==> src/rtl/rtc_bus_cycle.sv <==
// Bus-cycle generator for the RTC multiplexed address/data bus: one address
// phase, a gap, then a data phase, each timed in clk cycles; all outputs registered.
module rtc_bus_cycle #(
    parameter int unsigned T_SETUP = 2,
    parameter int unsigned T_PULSE = 4,
    parameter int unsigned T_HOLD  = 2,
    parameter int unsigned T_GAP   = 3
) (
    input  logic       clk,
    input  logic       reset,
    input  logic       escritura,
    input  logic       lectura,
    input  logic [7:0] dir,
    input  logic [7:0] dato,
    input  logic [7:0] ad_in,
    output logic [7:0] ad_out,
    output logic       ad_oe,
    output logic       cs_n,
    output logic       rd_n,
    output logic       wr_n,
    output logic       a_d,
    output logic [7:0] dato_leido,
    output logic       fin,
    output logic       ocupado
);

    typedef enum logic [3:0] {
        IDLE, A_SETUP, A_STROBE, A_HOLD, GAP, D_SETUP, D_STROBE, D_HOLD, DONE
    } state_t;

    state_t     state_q, state_d;
    logic [3:0] cnt_q, cnt_d;
    logic [7:0] dir_q, dir_d;
    logic [7:0] dato_q, dato_d;
    logic       wr_op_q, wr_op_d;
    logic [7:0] dato_leido_q, dato_leido_d;
    logic [7:0] ad_out_q, ad_out_d;
    logic       ad_oe_q, ad_oe_d;
    logic       cs_n_q, cs_n_d;
    logic       rd_n_q, rd_n_d;
    logic       wr_n_q, wr_n_d;
    logic       a_d_q, a_d_d;
    logic       fin_q, fin_d;
    logic       ocupado_q, ocupado_d;
    logic       last;

    function automatic logic [3:0] reload(input state_t s);
        case (s)
            A_SETUP, D_SETUP:   reload = 4'(T_SETUP - 1);
            A_STROBE, D_STROBE: reload = 4'(T_PULSE - 1);
            A_HOLD, D_HOLD:     reload = 4'(T_HOLD - 1);
            GAP:                reload = 4'(T_GAP - 1);
            default:            reload = '0;
        endcase
    endfunction

    assign last = (cnt_q == '0);

    always_comb begin
        state_d = state_q;
        dir_d   = dir_q;
        dato_d  = dato_q;
        wr_op_d = wr_op_q;
        case (state_q)
            IDLE: begin
                if (escritura || lectura) begin
                    state_d = A_SETUP;
                    dir_d   = dir;
                    dato_d  = dato;
                    wr_op_d = escritura;
                end
            end
            A_SETUP:  if (last) state_d = A_STROBE;
            A_STROBE: if (last) state_d = A_HOLD;
            A_HOLD:   if (last) state_d = GAP;
            GAP:      if (last) state_d = D_SETUP;
            D_SETUP:  if (last) state_d = D_STROBE;
            D_STROBE: if (last) state_d = D_HOLD;
            D_HOLD:   if (last) state_d = DONE;
            DONE:     state_d = IDLE;
            default:  state_d = IDLE;
        endcase

        if (state_d != state_q) begin
            cnt_d = reload(state_d);
        end else if (!last) begin
            cnt_d = cnt_q - 4'd1;
        end else begin
            cnt_d = cnt_q;
        end

        dato_leido_d = dato_leido_q;
        if (state_q == D_STROBE && last && !wr_op_q) begin
            dato_leido_d = ad_in;
        end
    end

    // Bus outputs are decoded from the next state so the pins change on the
    // same edge as the state register.
    always_comb begin
        cs_n_d    = 1'b1;
        rd_n_d    = 1'b1;
        wr_n_d    = 1'b1;
        a_d_d     = 1'b1;
        ad_oe_d   = 1'b0;
        ad_out_d  = '0;
        fin_d     = 1'b0;
        ocupado_d = (state_d != IDLE);
        case (state_d)
            A_SETUP, A_STROBE, A_HOLD: begin
                cs_n_d   = 1'b0;
                a_d_d    = 1'b0;
                ad_oe_d  = 1'b1;
                ad_out_d = dir_d;
                wr_n_d   = (state_d != A_STROBE);
            end
            D_SETUP, D_STROBE, D_HOLD: begin
                cs_n_d = 1'b0;
                if (wr_op_d) begin
                    ad_oe_d  = 1'b1;
                    ad_out_d = dato_d;
                    wr_n_d   = (state_d != D_STROBE);
                end else begin
                    rd_n_d = (state_d != D_STROBE);
                end
            end
            DONE:    fin_d = 1'b1;
            default: ;
        endcase
    end

    always_ff @(posedge clk or negedge reset) begin
        if (!reset) begin
            state_q      <= IDLE;
            cnt_q        <= '0;
            dir_q        <= '0;
            dato_q       <= '0;
            wr_op_q      <= 1'b0;
            dato_leido_q <= '0;
            ad_out_q     <= '0;
            ad_oe_q      <= 1'b0;
            cs_n_q       <= 1'b1;
            rd_n_q       <= 1'b1;
            wr_n_q       <= 1'b1;
            a_d_q        <= 1'b1;
            fin_q        <= 1'b0;
            ocupado_q    <= 1'b0;
        end else begin
            state_q      <= state_d;
            cnt_q        <= cnt_d;
            dir_q        <= dir_d;
            dato_q       <= dato_d;
            wr_op_q      <= wr_op_d;
            dato_leido_q <= dato_leido_d;
            ad_out_q     <= ad_out_d;
            ad_oe_q      <= ad_oe_d;
            cs_n_q       <= cs_n_d;
            rd_n_q       <= rd_n_d;
            wr_n_q       <= wr_n_d;
            a_d_q        <= a_d_d;
            fin_q        <= fin_d;
            ocupado_q    <= ocupado_d;
        end
    end

    assign ad_out     = ad_out_q;
    assign ad_oe      = ad_oe_q;
    assign cs_n       = cs_n_q;
    assign rd_n       = rd_n_q;
    assign wr_n       = wr_n_q;
    assign a_d        = a_d_q;
    assign dato_leido = dato_leido_q;
    assign fin        = fin_q;
    assign ocupado    = ocupado_q;

endmodule

==> config.mk <==
export PLATFORM = sky130hd
export DESIGN_NAME = rtc_bus_cycle
export DESIGN_NICKNAME = d
export VERILOG_FILES = /design/src/rtl/rtc_bus_cycle.sv
export SDC_FILE = /design/constraint.sdc
export NUM_CORES = 1
export LEC_CHECK = 0
export CAP_MARGIN = 20
export CORE_MARGIN = 5
export CORE_UTILIZATION = 52
export CTS_CLUSTER_SIZE = 8
export DETAILED_ROUTE_END_ITERATION = 7
export HOLD_SLACK_MARGIN = 0.06
export PLACE_DENSITY_LB_ADDON = 0.1
export SETUP_SLACK_MARGIN = 0.1
export SKIP_CTS_REPAIR_TIMING = 1
export SLEW_MARGIN = 20
export SYNTH_ARGS = -nofsm -noshare
export SYNTH_HDL_FRONTEND = slang
export SYNTH_SLANG_ARGS = --single-unit
==> constraint.sdc <==
create_clock -name clk -period 3.9 [get_ports clk]
set_input_delay 0.585 -clock clk [delete_from_list [all_inputs] [get_ports clk]]
set_output_delay 0.585 -clock clk [all_outputs]
set_load 0.05 [all_outputs]
==> results.txt, run 1 <==
The die span in y is 72.97 um. The clock tree synthesis step divided the H-tree into 2 levels. The worst path setup slack after routing came out at 1.633 ns. In this run the static leakage power is 1.127 nW.

Summing every instance area after synthesis gives 2062 um^2. Timing analysis after detailed placement gives a worst setup slack of 1.592 ns. The number of nets still failing antenna checks after routing came out at 0. The number of endpoints failing setup at the final stage came out at 0. The hold violation count in the final report is 0. In the final routing, the length of wire on met1 measures 1615 um. The total negative setup slack came out at 0 ns. After clock tree synthesis, the clock-pin slew on the worst setup and hold paths is 0.09 ns. 0 antenna diodes ended up in the layout. The first global-routing pass estimated 6679 um of wire. The insertion delay of the later-clocked pin in the worst-skew pair is 0.30 ns. The count of port buffers added during placement came out at 50. The part of the Yosys area used for sequential elements is 58.50%. The clock network is responsible for 11.1% of the overall power. The final RePlAce weighted congestion is 0.8375.

The number of core rows came out at 22. The final hold slack is 0.2855 ns. The root buffer selected by CTS is clkbuf_8. The proportion of power drawn by flip-flops and latches came out at 34.8%. The total global-route track usage came out at 16.54%. The peak supply drop is 0.5035 mV.

The total clock sinks is 48. Setup repair after global routing left no endpoint under its margin. The number of global-route vias before repair is 1467. TritonCTS built the clock tree. The depth of the most critical reg-to-reg path came out at 5. For this run, design rule violations remaining after detail routing come to 0.

The worst clock skew is 0.007932 ns. The combinational share of power is 54.1%. After detailed routing, the average wire length per cell comes to 15.06 um.

The global route total overflow is 0. The routed layout has 1392 vias. In this run the worst path has a maximum fanout of 8.

The I/O pin count came out at 51. The number of design-rule violations left by the first detailed-router iteration came out at 65. In this run the worst hold path is classified as in -> async. The highest metal layer carrying signal wires in the routed design is met4. The post-synthesis to final-layout area growth is 29.37%. The total net switching power came out at 1.071 mW. Of the total power, the share spent switching nets is 43.10%. The die width is 72.97 um. The post-route netlist has 16.51% of its cells at a drive strength greater than 1.

The final count of pins violating max slew was 0. The clock passes through at most 2 buffers. The count of warnings emitted by yosys came out at 0. The number of antenna violations at the first check in global routing came out at 0. The count of nets after finishing came out at 246.

The sum of internal, switching and leakage power is 2.485 mW. The transition time of the tightest slew-check pin is 0.5785 ns. The met2 layer wire length in the routed design came out at 2066 um.

In this run the mean area of a mapped cell was 12.35 um^2. The run finished with clean final reports. The routed wire length came out at 4005 um. The area of the core came out at 3744 um^2.

STA classifies the critical path endpoint as a flip-flop. The routed design uses 261 um of met3 wire. The final clock period utilization by the worst path is 58.13%. The maximum number of pins on one net before global-route repair is 49. Data on the critical path is required at its endpoint by 4.08 ns.

The area enclosed by the die boundary is 5325 um^2. The start of the worst register-to-register path is cnt_q[0]$_DFFE_PN0P_. The endpoint identified for the worst register-to-register timing path is dato_leido[1]$_DFFE_PN0P_. The number of max-cap violations is 0. The setup path with the least slack is of type reg -> reg.

The internal power contribution is 1.414 mW. The synthesized netlist net count is 196. The critical path data arrival time is 2.45 ns. The number of iterations in the first detailed-routing pass is 4. The average via count per standard cell came out at 5.233. The HPWL after detailed placement is 3003 um. Power spread over the standard cell area amounts to 931.7 nW/um^2.

The register-to-register setup slack came out at 1.63 ns. The time the worst path needs with I/O delays and setup came out at 2.267 ns. The cell count after synthesis is 167. Yosys mapped the design onto 40 distinct sky130hd cell types. Derived from the worst setup path, the maximum achievable clock frequency is 441.1 MHz. For this configuration, the core starts out at a cell density of 55.08%.

The CTS buffer count came out at 5. The post-synthesis register bit count is 48. The worst pin sits at a relative slew slack of 61.43%. STA classifies the critical path startpoint as a flip-flop.
[through the flow]
stage          util [%]  area (um^2)  cells
2_1_floorplan         -         2062    167
3_3_place_gp      69.02         2584    258
3_5_place_dp      69.02         2584    258
4_1_cts           71.19         2665    266
5_1_grt           71.26         2668    266
6_report          71.26         2668    266
[critical path: stages, from the launching register on]
cell and delay [ns]:
dfrtp_1 0.38, inv_1 0.09, ha_1 0.24, or3b_1 0.49
nor4_4 0.56, mux2_2 0.40
[power groups by stage]
stage | Clock [mW] | Combinational [mW] | Sequential [mW]
after global placement | 0 | 1.32 | 0.866
after global routing | 0.306 | 1.45 | 0.896
after floorplan | 0 | 0.658 | 1.20
after detailed placement | 0 | 1.36 | 0.876
final | 0.276 | 1.34 | 0.865
after CTS | 0.289 | 1.36 | 0.866
[logic make-up (layout without fill, tap and decap cells)]
| group | after synthesis | count (layout) | synth area share, % |
|---|---|---|---|
| flip-flops | 48 | 48 | 58.50 |
| buffers and inverters | 21 | 72 | 4.550 |
| XOR/XNOR | 3 | 3 | 1.275 |
| adder cells (fa/ha/maj) | 1 | 1 | 0.6067 |
| AND/OR/NAND/NOR | 40 | 40 | 11.04 |
| AO/OA/AOI/OAI | 28 | 28 | 10.38 |
| multiplexers | 26 | 26 | 13.65 |
[placed cells by master (no fill, tap or decap), types with 2 or more instances in the layout]
cell type,instances
a21oi_1,5
a31oi_1,2
and3_1,3
buf_4,3
clkbuf_1,2
clkbuf_8,5
clkdlybuf4s50_1,49
dfrtp_1,44
dfstp_2,4
inv_1,12
mux2_2,17
mux2i_1,9
nand2_1,8
nand2b_1,4
nand3_1,2
nor2_1,10
o21ai_0,4
o21ba_2,2
o2bb2ai_1,8
or3_1,2
xnor2_1,3
[synth_stat cells (all sizes together)]
master | instances | area, um^2
or3b | 1 | 8.760
o2111ai | 1 | 8.760
nor3 | 1 | 5.000
o21bai | 1 | 7.510
o221a | 1 | 11.26
or2 | 1 | 6.260
nor4bb | 1 | 10.01
o21ba | 2 | 20.02
o21ai | 4 | 20.02
and2 | 1 | 6.260
nor4 | 2 | 27.53
o31ai | 1 | 7.510
o2bb2ai | 8 | 70.07
buf | 5 | 33.78
ha | 1 | 12.51
nand2b | 4 | 25.02
nand3 | 2 | 10.01
and3 | 3 | 18.77
o221ai | 1 | 15.01
a21boi | 1 | 7.510
nor2 | 10 | 37.54
inv | 12 | 45.04
dfrtp | 44 | 1101
nor2b | 1 | 6.260
a21oi | 5 | 25.02
dfstp | 4 | 105.1
nor3b | 1 | 7.510
nand2 | 8 | 30.03
xnor2 | 3 | 26.28
nand4b | 1 | 8.760
nand3b | 1 | 7.510
mux2i | 9 | 90.09
a211o | 1 | 8.760
or3 | 2 | 12.51
clkbuf | 4 | 15.01
mux2 | 17 | 191.4
a31oi | 2 | 12.51
[routing by layer]
layer | vias up | track usage (%)
li1 | 682 | -
met1 | 665 | 18.74
met2 | 38 | 29.46
met3 | 7 | 4.683
met4 | 0 | 6.148
met5 | - | 0
[worst max path at each step]
stage,cells past startpoint,from,endpoint
after floorplan,6,cnt_q[0]$_DFFE_PN0P_,dato_leido[0]$_DFFE_PN0P_
after global placement,6,lectura,ad_oe$_DFF_PN0_
after detailed placement,6,escritura,ad_oe$_DFF_PN0_
after CTS,5,cnt_q[0]$_DFFE_PN0P_,dato_leido[1]$_DFFE_PN0P_
after global routing,5,cnt_q[0]$_DFFE_PN0P_,dato_leido[3]$_DFFE_PN0P_
final,5,cnt_q[0]$_DFFE_PN0P_,dato_leido[1]$_DFFE_PN0P_
[state kept, by name, summed over array words and instances (netlist names)]
| signal | flops |
|---|---|
| ad_oe | 1 |
| cs_n | 1 |
| cnt_q | 4 |
| a_d | 1 |
| ad_out | 8 |
| state_q | 4 |
| dato_leido | 8 |
| dir_q | 8 |
| wr_n | 1 |
| fin | 1 |
| ocupado | 1 |
| wr_op_q | 1 |
| dato_q | 8 |
| rd_n | 1 |
[area by class of cell]
cell class | count | area, um^2
flip-flops and latches | 48 | 1206
fillers | 275 | 1076
multi-input cells | 98 | 762.0
repair buffers | 52 | 513.0
clock buffers | 7 | 76.32
well taps | 48 | 60.06
inverters | 12 | 45.04
clock inverters | 1 | 5.005
Power figures use the tool's default switching activity.
==> inputs of run 2 (changes only) <==
- CORE_UTILIZATION: 52 -> 44
- clock period: 3.9 -> 2 ns (I/O delays scaled with it)
==> results.txt, run 2 (synthesized netlist as in run 1, its figures left out) <==
The total global-route track usage came out at 15.66% (was 16.54%). The minimum setup slack after placement is -0.002365 ns (was 1.592 ns). The endpoint kind of the worst setup timing path is a flip-flop (unchanged). The I/O pin count came to 51 (unchanged).

The CTS tree was built (unchanged). The commonest non-fill, non-tap cell in the layout is clkdlybuf4s50_1 (unchanged). The total net switching power came out at 2.225 mW (was 1.071 mW). The average wire per cell in the routed design came out at 15.94 um (was 15.06 um). The average via count per standard cell was 5.208 (was 5.233).

The class of the most critical hold timing path is reg -> reg (was in -> async). The insertion delay of the later-clocked pin in the worst-skew pair came out at 0.30 ns (about the same). The number of nets still failing antenna checks after routing came out at 0 (unchanged). The number of design-rule violations left by the first detailed-router iteration came to 61 (was 65). The final RePlAce weighted congestion came out at 0.8881 (was 0.8375). The slowest cell on the critical path is or3b_4 (was nor4_4). The power density over the cells is 1821 nW/um^2 (was 931.7 nW/um^2). The routed wire length came to 4528 um (was 4005 um). The buffering stage count on the worst path with inverters included is 2 (was 1). Most frequent cells in the layout: 45 x clkdlybuf4s50_1, 44 x dfrtp_1, 16 x mux2_2 (was 49 x clkdlybuf4s50_1, 44 x dfrtp_1, 17 x mux2_2). The combinational share of power is 56.9% (was 54.1%). The die width is 78.46 um (was 72.97 um). The area taken by flip-flops and latches was 1206 um^2 (unchanged). The count of nets after finishing is 258 (was 246). The area of the core is 4629 um^2 (was 3744 um^2). The endpoint required time on the critical path came out at 2.19 ns (was 4.08 ns).

The end point of the critical path is dato_leido[5]$_DFFE_PN0P_ (was dato_leido[1]$_DFFE_PN0P_). The number of buffers on the longest clock path is 2 (unchanged). The die span in y came out at 78.46 um (was 72.97 um).

The number of cells on the critical path is 6 (was 5). The proportion of power drawn by flip-flops and latches is 31.7% (was 34.8%). RSZ-0062 raised after global routing: true (was false). The time the worst path needs with I/O delays and setup was 1.827 ns (was 2.267 ns). The number of core rows is 25 (was 22). The post-detailed-placement half-perimeter wirelength came to 3341 um (was 3003 um).

The worst path setup slack after routing came out at 0.1731 ns (was 1.633 ns). The critical path data arrival time is 2.01 ns (was 2.45 ns). The register-to-register setup slack came out at 0.17 ns (was 1.63 ns). The fraction of layout cells with a size suffix above 1 is 26.09% (was 16.51%).

The maximum number of pins on one net before global-route repair is 29 (was 49). The total number of vias was 1479 (was 1392). The transition time of the tightest slew-check pin came to 0.6286 ns (was 0.5785 ns).

The wire length of the first global-routing pass came to 7631 um (was 6679 um). The number of endpoints failing setup at the final stage came to 0 (unchanged). The H-tree depth reported by CTS came out at 2 (unchanged).

The number of antenna repair diodes is 0 (unchanged). The area enclosed by the die boundary was 6155 um^2 (was 5325 um^2). The leakage component of the power is 1.215 nW (was 1.127 nW). The critical path class is reg -> reg (unchanged). The start point of the critical path is cnt_q[0]$_DFFE_PN0P_ (unchanged).

The CTS buffer count came to 5 (unchanged). The fraction of power consumed by the clock network was 11.4% (was 11.1%). The net switching fraction of the power came out at 42.85% (was 43.10%). The global route total overflow came to 0 (unchanged).

The element type at the critical path start is a flip-flop (unchanged). The post-synthesis to final-layout area growth came to 38.29% (was 29.37%). Result of the run: complete, no violations (unchanged). The number of global-route vias before repair came out at 1619 (was 1467). The clock transition time at the flip-flop clock pins of the worst setup and hold paths was 0.09 ns (about the same). The sum of internal, switching and leakage power came to 5.191 mW (was 2.485 mW).

The final clock period utilization by the worst path is 91.35% (was 58.13%). The worst clock skew came out at 0.007698 ns (was 0.007932 ns). The starting density of the core came to 44.54% (was 55.08%). The critical path's top delay family is simple AND/OR/NAND/NOR gates (unchanged).

The root buffer selected by CTS is clkbuf_8 (unchanged). The number of antenna violations at the first check in global routing was 0 (unchanged). The biggest cell delay along the critical path is 0.41 ns (was 0.56 ns). The count of cells along the worst hold path came out at 2. The hold violation count in the final report came to 0 (unchanged). The maximum frequency from static timing analysis came out at 547.4 MHz (was 441.1 MHz). The residual DRC count came out at 0 (unchanged).

The number of max-cap violations came out at 0 (unchanged). The destination of the worst register-to-register timing path was dato_leido[5]$_DFFE_PN0P_ (was dato_leido[1]$_DFFE_PN0P_). The internal power contribution is 2.967 mW (was 1.414 mW). Ordered cell list for the critical path: inv_2, ha_4, or3b_4, nor4_4, buf_6, mux2_2 (was inv_1, ha_1, or3b_1, nor4_4, mux2_2). The peak supply drop is 0.9283 mV (was 0.5035 mV). The remaining max-slew budget at the tightest pin came to 57.72% (was 61.43%). The start of the worst register-to-register path is cnt_q[0]$_DFFE_PN0P_ (unchanged).

The combined area of the multi-input logic cells came out at 824.5 um^2 (was 762.0 um^2). The final count of pins violating max slew came out at 0 (unchanged). The largest fanout on the critical path is 8 (unchanged).

The count of port buffers added during placement is 50 (unchanged). The number of iterations in the first detailed-routing pass was 4 (unchanged). The count of fill cells added during filler insertion is 389 (was 275). The total clock sinks came out at 48 (unchanged). The depth of the most critical reg-to-reg path is 6 (was 5).
==> run 2: cell type report <==
class / instances / share of cell area (%)
well taps: 54 / 2.369
repair buffers: 64 / 21.54
inverters: 12 / 1.580
multi-input cells: 98 / 28.92
clock inverters: 1 / 0.2633
clock buffers: 7 / 3.028
flip-flops and latches: 48 / 42.30
==> run 2: layer usage <==
| metal | part of all wire [%] | track usage [%] | wire (um) |
|---|---|---|---|
| met4 | 1.2 | 5.070 | 53 |
| met5 | 0 | 0 | 0 |
| met1 | 43 | 19.01 | 1937 |
| met3 | 5.6 | 5.619 | 253 |
| met2 | 50 | 25.94 | 2284 |
==> run 2: power groups by stage <==
| stage | registers [mW] | clock network, mW | logic (mW) |
|---|---|---|---|
| 2_1_floorplan | 2.34 | 0 | 1.32 |
| 6_report | 1.65 | 0.589 | 2.95 |
| 4_1_cts | 1.64 | 0.610 | 2.87 |
| 3_5_place_dp | 1.66 | 0 | 2.86 |
| 3_3_place_gp | 1.64 | 0 | 2.77 |
| 5_1_grt | 1.70 | 0.662 | 3.17 |
==> run 2: metrics by stage <==
step	TNS [ns]	util [%]	std cells	cell area [um^2]	hold slack (ns)
finish	0	61.59	284	2851	0.4895
global route	0	61.59	284	2851	0.5271
CTS	0	59.95	280	2775	0.01685
detailed placement	-0.002365	57.92	272	2681	0.3464
global placement	0	57.92	272	2681	0.3321
floorplan	0	-	167	2087	0.004409
==> run 2: how the worst min path moves through the flow <==
stage	from	endpoint
5_1_grt	dato_q[7]$_DFF_PN0_	dato_q[7]$_DFF_PN0_
3_5_place_dp	reset	dato_q[6]$_DFF_PN0_
2_1_floorplan	reset	ad_oe$_DFF_PN0_
3_3_place_gp	reset	dato_q[6]$_DFF_PN0_
6_report	dato_q[7]$_DFF_PN0_	dato_q[7]$_DFF_PN0_
4_1_cts	reset	dato_q[6]$_DFF_PN0_
==> run 2: worst reg2reg max path, cell delays in order (launching register included) <==
cell     delay [ns]
dfrtp_1        0.39
inv_2          0.08
ha_4           0.15
or3b_4         0.41
nor4_4         0.17
buf_6          0.18
mux2_2         0.34
